--- config.mk ---
export PLATFORM = sky130hd
export DESIGN_NAME = wavetable_loader_flat
export DESIGN_NICKNAME = d
export VERILOG_FILES = /design/src/rtl/wavetable_loader_if.sv /design/src/rtl/wavetable_loader.sv /design/src/flat_wrapper.sv
export SDC_FILE = /design/constraint.sdc
export NUM_CORES = 1
export LEC_CHECK = 0
export ABC_AREA = 1
export BUFFER_PORTS_ARGS = -buffer_cell sky130_fd_sc_hd__buf_2
export CAP_MARGIN = 25
export CORE_MARGIN = 8
export CORE_UTILIZATION = 54
export CTS_CLUSTER_DIAMETER = 40
export DETAILED_ROUTE_END_ITERATION = 6
export GPL_TIMING_DRIVEN = 0
export PLACE_DENSITY = 0.84
export SYNTH_ARGS = -nofsm -noshare
export SYNTH_HDL_FRONTEND = slang
export SYNTH_SLANG_ARGS = --single-unit
--- constraint.sdc ---
create_clock -name clk -period 1.5 [get_ports clk]
set_input_delay 0.15 -clock clk [delete_from_list [all_inputs] [get_ports clk]]
set_output_delay 0.15 -clock clk [all_outputs]
set_load 0.005 [all_outputs]
--- src/rtl/wavetable_loader_if.sv ---
// ---------------------------------------------------------------------------
// wavetable_loader_if
//   Groups the control, byte-stream and RAM write-port signals of the
//   wavetable loader.
//   Control : start, abort (in) / busy, done, err (out)
//   Stream  : in_data[7:0], in_valid (in) / in_ready (out)
//   RAM     : wr_en, wr_addr[ADDR_W-1:0], wr_data[DATA_W-1:0] (out)
//   modport slave  - the loader itself
//   modport master - whoever drives the stream and start/abort
// ---------------------------------------------------------------------------
interface wavetable_loader_if #(
    parameter int ADDR_W = 8,
    parameter int DATA_W = 9
);
    logic              start;
    logic              abort;
    logic [7:0]        in_data;
    logic              in_valid;
    logic              in_ready;
    logic              wr_en;
    logic [ADDR_W-1:0] wr_addr;
    logic [DATA_W-1:0] wr_data;
    logic              busy;
    logic              done;
    logic              err;

    modport master (
        output start, abort, in_data, in_valid,
        input  in_ready, wr_en, wr_addr, wr_data, busy, done, err
    );

    modport slave (
        input  start, abort, in_data, in_valid,
        output in_ready, wr_en, wr_addr, wr_data, busy, done, err
    );
endinterface

--- src/rtl/wavetable_loader.sv ---
// ---------------------------------------------------------------------------
// wavetable_loader
//   Fills the wavetable sample RAM from a byte stream. Each sample arrives as
//   two bytes, low byte first; after a start pulse exactly 2^ADDR_W samples
//   are written to addresses 0..2^ADDR_W-1, then done pulses for one cycle.
//   High-byte bits above the sample width raise a sticky err flag (cleared by
//   the next accepted start); the sample is still written from the low bits.
//
//   Ports:
//     clk    - system clock, rising edge
//     rst_n  - asynchronous active-low reset
//     bus    - wavetable_loader_if.slave (start/abort, byte stream with
//              valid/ready, RAM write port, busy/done/err status)
// ---------------------------------------------------------------------------
module wavetable_loader #(
    parameter int ADDR_W = 8,
    parameter int DATA_W = 9
) (
    input  logic               clk,
    input  logic               rst_n,
    wavetable_loader_if.slave  bus
);

    localparam int HI_W = DATA_W - 8;
    localparam logic [ADDR_W-1:0] ADDR_LAST = {ADDR_W{1'b1}};
    localparam logic [ADDR_W-1:0] ADDR_ZERO = {ADDR_W{1'b0}};
    localparam logic [ADDR_W-1:0] ADDR_ONE  = {{(ADDR_W-1){1'b0}}, 1'b1};

    typedef enum logic [2:0] {
        ST_IDLE  = 3'd0,
        ST_LOW   = 3'd1,
        ST_HIGH  = 3'd2,
        ST_WRITE = 3'd3,
        ST_DONE  = 3'd4
    } state_t;

    // True when the high byte carries bits that do not fit in the sample.
    function automatic logic hi_overflow(input logic [7:0] b);
        logic r;
        r = 1'b0;
        for (int i = 0; i < 8; i++) begin
            if (i >= HI_W) begin
                r = r | b[i];
            end else begin
                r = r;
            end
        end
        return r;
    endfunction

    state_t            state_r, state_s;
    logic [ADDR_W-1:0] addr_r, addr_s;
    logic [7:0]        lo_r, lo_s;
    logic [HI_W-1:0]   hi_r, hi_s;
    logic              err_r, err_s;

    logic              in_ready_r, in_ready_s;
    logic              wr_en_r, wr_en_s;
    logic [ADDR_W-1:0] wr_addr_r, wr_addr_s;
    logic [DATA_W-1:0] wr_data_r, wr_data_s;
    logic              busy_r, busy_s;
    logic              done_r, done_s;

    logic              xfer_s;
    logic              abort_s;

    // in_ready_r is high exactly in LOW/HIGH, so the handshake needs no state decode.
    assign xfer_s  = bus.in_valid && in_ready_r;
    assign abort_s = bus.abort && (state_r != ST_IDLE);

    // State register.
    always_ff @(posedge clk or negedge rst_n) begin
        if (!rst_n) begin
            state_r <= ST_IDLE;
        end else begin
            state_r <= state_s;
        end
    end

    // Next-state decode; abort outranks every transition outside IDLE.
    always_comb begin
        state_s = state_r;
        case (state_r)
            ST_IDLE: begin
                if (bus.start) begin
                    state_s = ST_LOW;
                end else begin
                    state_s = ST_IDLE;
                end
            end
            ST_LOW: begin
                if (abort_s) begin
                    state_s = ST_IDLE;
                end else if (xfer_s) begin
                    state_s = ST_HIGH;
                end else begin
                    state_s = ST_LOW;
                end
            end
            ST_HIGH: begin
                if (abort_s) begin
                    state_s = ST_IDLE;
                end else if (xfer_s) begin
                    state_s = ST_WRITE;
                end else begin
                    state_s = ST_HIGH;
                end
            end
            ST_WRITE: begin
                if (abort_s) begin
                    state_s = ST_IDLE;
                end else if (addr_r == ADDR_LAST) begin
                    state_s = ST_DONE;
                end else begin
                    state_s = ST_LOW;
                end
            end
            ST_DONE: begin
                state_s = ST_IDLE;
            end
            default: begin
                state_s = ST_IDLE;
            end
        endcase
    end

    // Datapath next values: address counter, byte latches and sticky error.
    always_comb begin
        addr_s = addr_r;
        lo_s   = lo_r;
        hi_s   = hi_r;
        err_s  = err_r;
        if ((state_r == ST_IDLE) && bus.start) begin
            addr_s = ADDR_ZERO;
            err_s  = 1'b0;
        end else if ((state_r == ST_LOW) && xfer_s && !abort_s) begin
            lo_s = bus.in_data;
        end else if ((state_r == ST_HIGH) && xfer_s && !abort_s) begin
            hi_s  = bus.in_data[HI_W-1:0];
            err_s = err_r | hi_overflow(bus.in_data);
        end else if ((state_r == ST_WRITE) && !abort_s && (addr_r != ADDR_LAST)) begin
            // The terminal address leaves addr untouched, so it never wraps.
            addr_s = addr_r + ADDR_ONE;
        end else begin
            addr_s = addr_r;
        end
    end

    // Datapath registers.
    always_ff @(posedge clk or negedge rst_n) begin
        if (!rst_n) begin
            addr_r <= ADDR_ZERO;
            lo_r   <= 8'h00;
            hi_r   <= {HI_W{1'b0}};
            err_r  <= 1'b0;
        end else begin
            addr_r <= addr_s;
            lo_r   <= lo_s;
            hi_r   <= hi_s;
            err_r  <= err_s;
        end
    end

    // Output decode from the next state, so every output leaves a flop that
    // already reflects the state the machine is entering.
    always_comb begin
        in_ready_s = (state_s == ST_LOW) || (state_s == ST_HIGH);
        wr_en_s    = (state_s == ST_WRITE);
        busy_s     = (state_s != ST_IDLE);
        done_s     = (state_s == ST_DONE);
        if (state_s == ST_WRITE) begin
            // Entering WRITE from HIGH: addr_r is still this sample's address
            // and hi_s is the byte being accepted on this edge.
            wr_addr_s = addr_r;
            wr_data_s = {hi_s, lo_r};
        end else begin
            wr_addr_s = wr_addr_r;
            wr_data_s = wr_data_r;
        end
    end

    // Output registers.
    always_ff @(posedge clk or negedge rst_n) begin
        if (!rst_n) begin
            in_ready_r <= 1'b0;
            wr_en_r    <= 1'b0;
            wr_addr_r  <= ADDR_ZERO;
            wr_data_r  <= {DATA_W{1'b0}};
            busy_r     <= 1'b0;
            done_r     <= 1'b0;
        end else begin
            in_ready_r <= in_ready_s;
            wr_en_r    <= wr_en_s;
            wr_addr_r  <= wr_addr_s;
            wr_data_r  <= wr_data_s;
            busy_r     <= busy_s;
            done_r     <= done_s;
        end
    end

    assign bus.in_ready = in_ready_r;
    // An abort raised during the WRITE cycle must keep the RAM from capturing,
    // so the strobe is gated here rather than waiting for the next edge.
    assign bus.wr_en    = wr_en_r & ~bus.abort;
    assign bus.wr_addr  = wr_addr_r;
    assign bus.wr_data  = wr_data_r;
    assign bus.busy     = busy_r;
    assign bus.done     = done_r;
    assign bus.err      = err_r;

endmodule

--- src/flat_wrapper.sv ---
// flat-port wrapper written by rule: the top's interface ports become plain ports
module wavetable_loader_flat 
#(
    parameter int ADDR_W = 8,
    parameter int DATA_W = 9
)
  (clk, rst_n, bus_start, bus_abort, bus_in_data, bus_in_valid, bus_in_ready, bus_wr_en, bus_wr_addr, bus_wr_data, bus_busy, bus_done, bus_err);
  wavetable_loader_if #(.ADDR_W(ADDR_W), .DATA_W(DATA_W)) bus_i ();
  input  logic clk;
  input  logic rst_n;
  input wire logic [$bits(bus_i.start)-1:0] bus_start;
  input wire logic [$bits(bus_i.abort)-1:0] bus_abort;
  input wire logic [$bits(bus_i.in_data)-1:0] bus_in_data;
  input wire logic [$bits(bus_i.in_valid)-1:0] bus_in_valid;
  output wire logic [$bits(bus_i.in_ready)-1:0] bus_in_ready;
  output wire logic [$bits(bus_i.wr_en)-1:0] bus_wr_en;
  output wire logic [$bits(bus_i.wr_addr)-1:0] bus_wr_addr;
  output wire logic [$bits(bus_i.wr_data)-1:0] bus_wr_data;
  output wire logic [$bits(bus_i.busy)-1:0] bus_busy;
  output wire logic [$bits(bus_i.done)-1:0] bus_done;
  output wire logic [$bits(bus_i.err)-1:0] bus_err;
  assign bus_i.start = bus_start;
  assign bus_i.abort = bus_abort;
  assign bus_i.in_data = bus_in_data;
  assign bus_i.in_valid = bus_in_valid;
  assign bus_in_ready = bus_i.in_ready;
  assign bus_wr_en = bus_i.wr_en;
  assign bus_wr_addr = bus_i.wr_addr;
  assign bus_wr_data = bus_i.wr_data;
  assign bus_busy = bus_i.busy;
  assign bus_done = bus_i.done;
  assign bus_err = bus_i.err;
  wavetable_loader #(.ADDR_W(ADDR_W), .DATA_W(DATA_W)) u_core (.clk(clk), .rst_n(rst_n), .bus(bus_i));
endmodule
After elaboration in Yosys (flattened, before gate mapping). Index checks and enable logic that the tools add are counted.

Register bits: 42. Word-level logic and storage cells: 95. Output and inout bits: 22. Input port bits: 13.

Bitwise gates (word level): 11. Equality and inequality tests: 11. Add/subtract/negate cells: 1. Reduce and logical (&&, ||, !) cells: 19. Mux-type cells: 42.

Operator list (count): $mux W1 (32); $mux W8 (4); $eq A3 B2 Y1 const B (4); $mux W3 (4); $pmux W3 S4 (1); $logic_and A1 B1 Y1 (9); $add A8 B1 Y8 const B (1); $eq A8 B8 Y1 const B (1); $ne A8 B8 Y1 const B (1); $or A1 B1 Y1 (8); $eq A3 B1 Y1 const B (2); $reduce_bool A3 Y1 (2); $ne A2 B1 Y1 const B (2); $reduce_and A2 Y1 (2); $reduce_bool A2 Y1 (2); $eq A3 B3 Y1 const B (1); $logic_not A3 Y1 (1); $reduce_and A3 Y1 (1); $mux W2 (1); $not A1 Y1 (2); $and A1 B1 Y1 (1); $logic_not A1 Y1 (1); $logic_or A1 B1 Y1 (1).

Depth between registers and ports, before layout.
Depth after elaboration: 39. Mapped depth: 8. Depth with buffers taken out: 8.

Worst setup path before layout. OpenSTA, ideal clock, no wires.

Path kind: reg2reg. From: register u_core.addr_r[1]. To: register u_core.busy_r (netlist: u_core.bus.busy). Clock period less this slack: 1.241 ns. Arrival time: 1.116 ns. Stages on the path, launching flop included: 9. Buffers on the path: 0. Required time: 1.375 ns. Path slack: 0.259 ns. Setup time: 0.125 ns. Cells stage by stage: dfrtp_1 -> ha_1 -> nand2_1 -> nor2_4 -> nand2_4 -> nand2_4 -> nand2_4 -> nor2_2 -> nand3_1.

Longest elaborated chain between the ends: 5.

RTL lines: from (decl) (RTL line wavetable_loader.sv:52) `logic [ADDR_W-1:0] addr_r, addr_s;`; from (signal assigned) (RTL line wavetable_loader.sv:157) `addr_r <= addr_s;`; $eq A8 B8 Y1 (RTL line wavetable_loader.sv:112) `end else if (addr_r == ADDR_LAST) begin`; $mux W3 (RTL line wavetable_loader.sv:112); $mux W3 (RTL line wavetable_loader.sv:110) `if (abort_s) begin`; $pmux W3 S4 (RTL line wavetable_loader.sv:83) `case (state_r)`; $reduce_bool A3 Y1 (RTL line wavetable_loader.sv:169) `busy_s = (state_s != ST_IDLE);`; via u_core.busy_s (RTL line wavetable_loader.sv:61) `logic busy_r, busy_s;`; to (signal assigned) (RTL line wavetable_loader.sv:196) `busy_r <= busy_s;`; to (decl) (RTL line wavetable_loader.sv:61).

The timed path passes the listed nets, and every way through them passes these cells. A chain may end at the register's enable or synchronous reset.

Worst setup path in the final report. Ends and elaborated chain as after synthesis.

==> results.md <==
Timing:
- The setup TNS is 0 ns.
- Setup violations remaining at the end of the flow were counted as 0.
- The final period utilization is 0.928.
- The number of pins exceeding their max-slew limit in the final report is 0.
- Setup repair after global routing left no endpoint under its margin.
- Measured against its own limit, the worst slew margin works out to 0.423.
- The final-report hold violation count was 0.
- The worst setup skew after layout is 0.0134 ns.
- The actual transition at the worst max-transition pin is 0.865 ns.
- The worst path needs 1.39 ns of the cycle, external delays included.
- Based on the critical path, the design can be clocked at up to 0.719 GHz.

Synth:
- The average cell area after synthesis is 9.04 sq um.
- The synthesized netlist contains 22 unique library cells.
- The biggest area contributor in the post-synthesis netlist is dfrtp_1.
- The synthesized instance count is 205.
- The fraction of registers with async set/reset is 1.00.
- For this run, the number of Yosys warnings is 0.
- The share of the Yosys chip area taken by registers is 0.554.
- nand2_1 is the most common cell in the netlist.
- After synthesis the netlist holds a flip-flop and latch count of 41.
- The synthesized area is 0.00185 sq mm.
- Synthesis produced a netlist with a net count of 219.
- Yosys mapped a number of flops with a built-in enable equal to 0.
- The top flip-flop cell by instance count after synthesis is dfrtp_1.
- Sorting the synthesized cells by how often they occur yields 55 x nand2_1, 41 x dfrtp_1, 27 x inv_1.
- Ranked by total cell area, the synthesized netlist is headed by dfrtp_1 55%, nand2_1 11%, inv_1 5.5%, nand3_1 3.8%, o21ai_1 3.8%.
- The share of Yosys cell area claimed by the top area cell type is 0.554.

Outcome:
- The flow ran to the end, and the final reports show no timing, DRC or antenna violations.

Global routing:
- After global routing the overflow that remains totals 0.
- The number of global-route vias before repair is 1432.
- Entering global routing, the biggest net connects 42 pins.
- The all-layer global routing usage is 0.148.
- The first-pass GRT wire length is 6350 microns.
- The number of antenna violations at the first check in global routing is 0.

Drt:
- The count of nets left with antenna violations once routing finished came out at 0.
- The count of TritonRoute iterations in the first routing pass is 4.
- The via count normalized by instance count is 4.84.
- The detailed-route wire length is 3740 microns.
- The routed layout has 1429 vias.
- In the final routed layout, each cell accounts on average for 12.7 microns.
- The post-route DRC violation count is 0.
- The DRC marker count from the first detailed-route iteration is 66.

Power:
- The static leakage power is 1.17 nW.
- For this design the ratio of total power to cell area is 1210 mW/mm^2.
- VDD sags by at most 0.760 mV.
- After layout, the design draws a total of 0.00260 W.

Placed design:
- The weighted congestion at the end of routability-driven global placement is 0.845.
- In this run the tool buffered the top-level ports with 34 buffer cells.
- After detailed placement, the total cell area comes to 0.00208 sq mm.
- The detailed placement HPWL is 2790 microns.

Worst setup path:
- STA puts the critical path data arrival time at 1.62 ns.
- The worst setup path is of the reg -> reg kind.
- The worst setup path is captured at a flop.
- The required arrival time at the worst endpoint is 1.73 ns.
- In this run the worst path has a maximum fanout of 6.
- STA classifies the critical path startpoint as a flop.

Final layout:
- At the end of the flow, the number of nets in the layout was 262.
- The antenna diode count is 0.
- The area overhead of the layout relative to synthesis is 16.1%.
- Of the cells placed in the final design, the portion with a size suffix greater than 1 is 0.261.
- The finished cells cover 0.00215 sq mm.

Die:
- The die area is 0.00556 sq mm.
- 35 I/O pins were placed.
- Row generation in the floorplan step produced 21 rows.
- The initial utilization of the core area, before any placement, comes to 0.560.
- The height of the die is 74.6 microns.
- Measured along the x axis, the die boundary spans 74.6 microns.
- The core region is 0.00331 sq mm.

Clock tree:
- The depth of the CTS H-tree is 2.
- The clock root buffer is clkbuf_4.
- The tree built by TritonCTS fans out to 41 sinks.
- The number of clock buffers added by TritonCTS is 5.
- The later pin in the worst-skew pair is clocked with a latency of 0.34 ns.
- No sink is reached through more buffers than the 2 on the longest clock path.
- TritonCTS built the clock tree.
- Clock-pin slew was measured on the worst setup and hold paths at 0.11 ns.

Worst hold path:
- The path class of the tightest hold or removal check is in -> reg.

Flow run:
- The number of max-cap violations is 0.
## kinds of logic (layout without fill, tap and decap cells)
| logic type | count (synthesis) | after routing | share of synthesized area |
|---|---|---|---|
| adder cells (fa/ha/maj) | 1 | 1 | 0.00675 |
| buffers and inverters | 34 | 78 | 0.0749 |
| XOR/XNOR | 3 | 3 | 0.0142 |
| AO/OA/AOI/OAI | 31 | 31 | 0.0912 |
| flip-flops | 41 | 41 | 0.554 |
| AND/OR/NAND/NOR | 95 | 95 | 0.259 |
## power by group
part	internal, W	switching (W)	leakage, nW
combinational	0.000251	0.000387	0.597
clock	0.000179	0.000338	0.0320
sequential	0.00133	0.000114	0.545
## timing repair
item / CTS / global route
buffers inserted: 0 / 1
endpoints found under the hold margin: 41 / 0
hold buffers: 1 / 0
endpoints found under the setup margin: 0 / 7
resized for setup: 0 / 1
## flip-flops by register name, summed over array words and instances, names as in the netlist
| register | cells |
|---|---|
| u_core.lo_r | 8 |
| u_core.bus.in_ready | 1 |
| u_core.bus.done | 1 |
| u_core.bus.wr_data | 9 |
| u_core.addr_r | 8 |
| u_core.bus.wr_addr | 8 |
| u_core.wr_en_r | 1 |
| u_core.state_r | 3 |
| u_core.bus.busy | 1 |
| u_core.bus.err | 1 |
## worst paths after layout
path / slack (ns) / cells past startpoint / start / endpoint
max in group asynchronous: 0.50 / 2 / rst_n / u_core.bus.wr_data[8]
worst max register to register: 0.11 / 8 / u_core.addr_r[1] / u_core.bus.busy
worst min-delay path: 0.03 / 3 / bus_in_data[0] / u_core.bus.wr_data[8]
worst max-delay path: 0.11 / 8 / u_core.addr_r[1] / u_core.bus.busy
worst min register to register: 0.47 / 2 / u_core.lo_r[0] / u_core.bus.wr_data[0]
min in group asynchronous: 0.45 / 2 / rst_n / u_core.bus.wr_addr[5]
## through the flow
step | setup WS [ns] | cells | utilization | hold WS [ns]
finish | 0.109 | 295 | 0.650 | 0.0311
global route | 0.00104 | 295 | 0.650 | 0.0449
CTS | 0.0954 | 294 | 0.647 | 0.0267
detailed placement | 0.109 | 285 | 0.628 | 0.314
global placement | 0.161 | 285 | 0.628 | 0.309
floorplan | 0.259 | 205 | - | -0.146
## metal layers
metal	routed length (microns)	GRT usage	vias up
met3	207	0.0364	4
met2	1820	0.241	30
met1	1660	0.184	666
li1	-	-	729
met5	0	0	-
met4	52	0.0543	0
## layout by cell type, fill, tap and decap left out, drive strengths merged
master	n
a21boi	1
a21oi	4
buf	39
clkbuf	6
clkinv	2
dfrtp	41
dlygate4sd3	1
ha	1
inv	30
nand2	59
nand3	18
nand4	2
nor2	15
nor3	1
o21ai	26
xor2	3
## critical path: stages (launching register included)
cell and delay (ns):
dfrtp_1 0.41, ha_2 0.22, nand2_1 0.09, nor2_4 0.15
nand2_4 0.09, nand2_4 0.10, nand2_4 0.09, nor2_2 0.08
nand3_1 0.06
## final cells by class
cell class	count	area [sq um]
fill	290	1160
timing repair buffer	36	188
tap	46	57.6
buffer	4	26.3
clock buffer	6	41.3
inverter	30	113
sequential	41	1030
multi-input combinational	130	691
clock inverter	2	10.0
(Power assumes the default switching activity.)
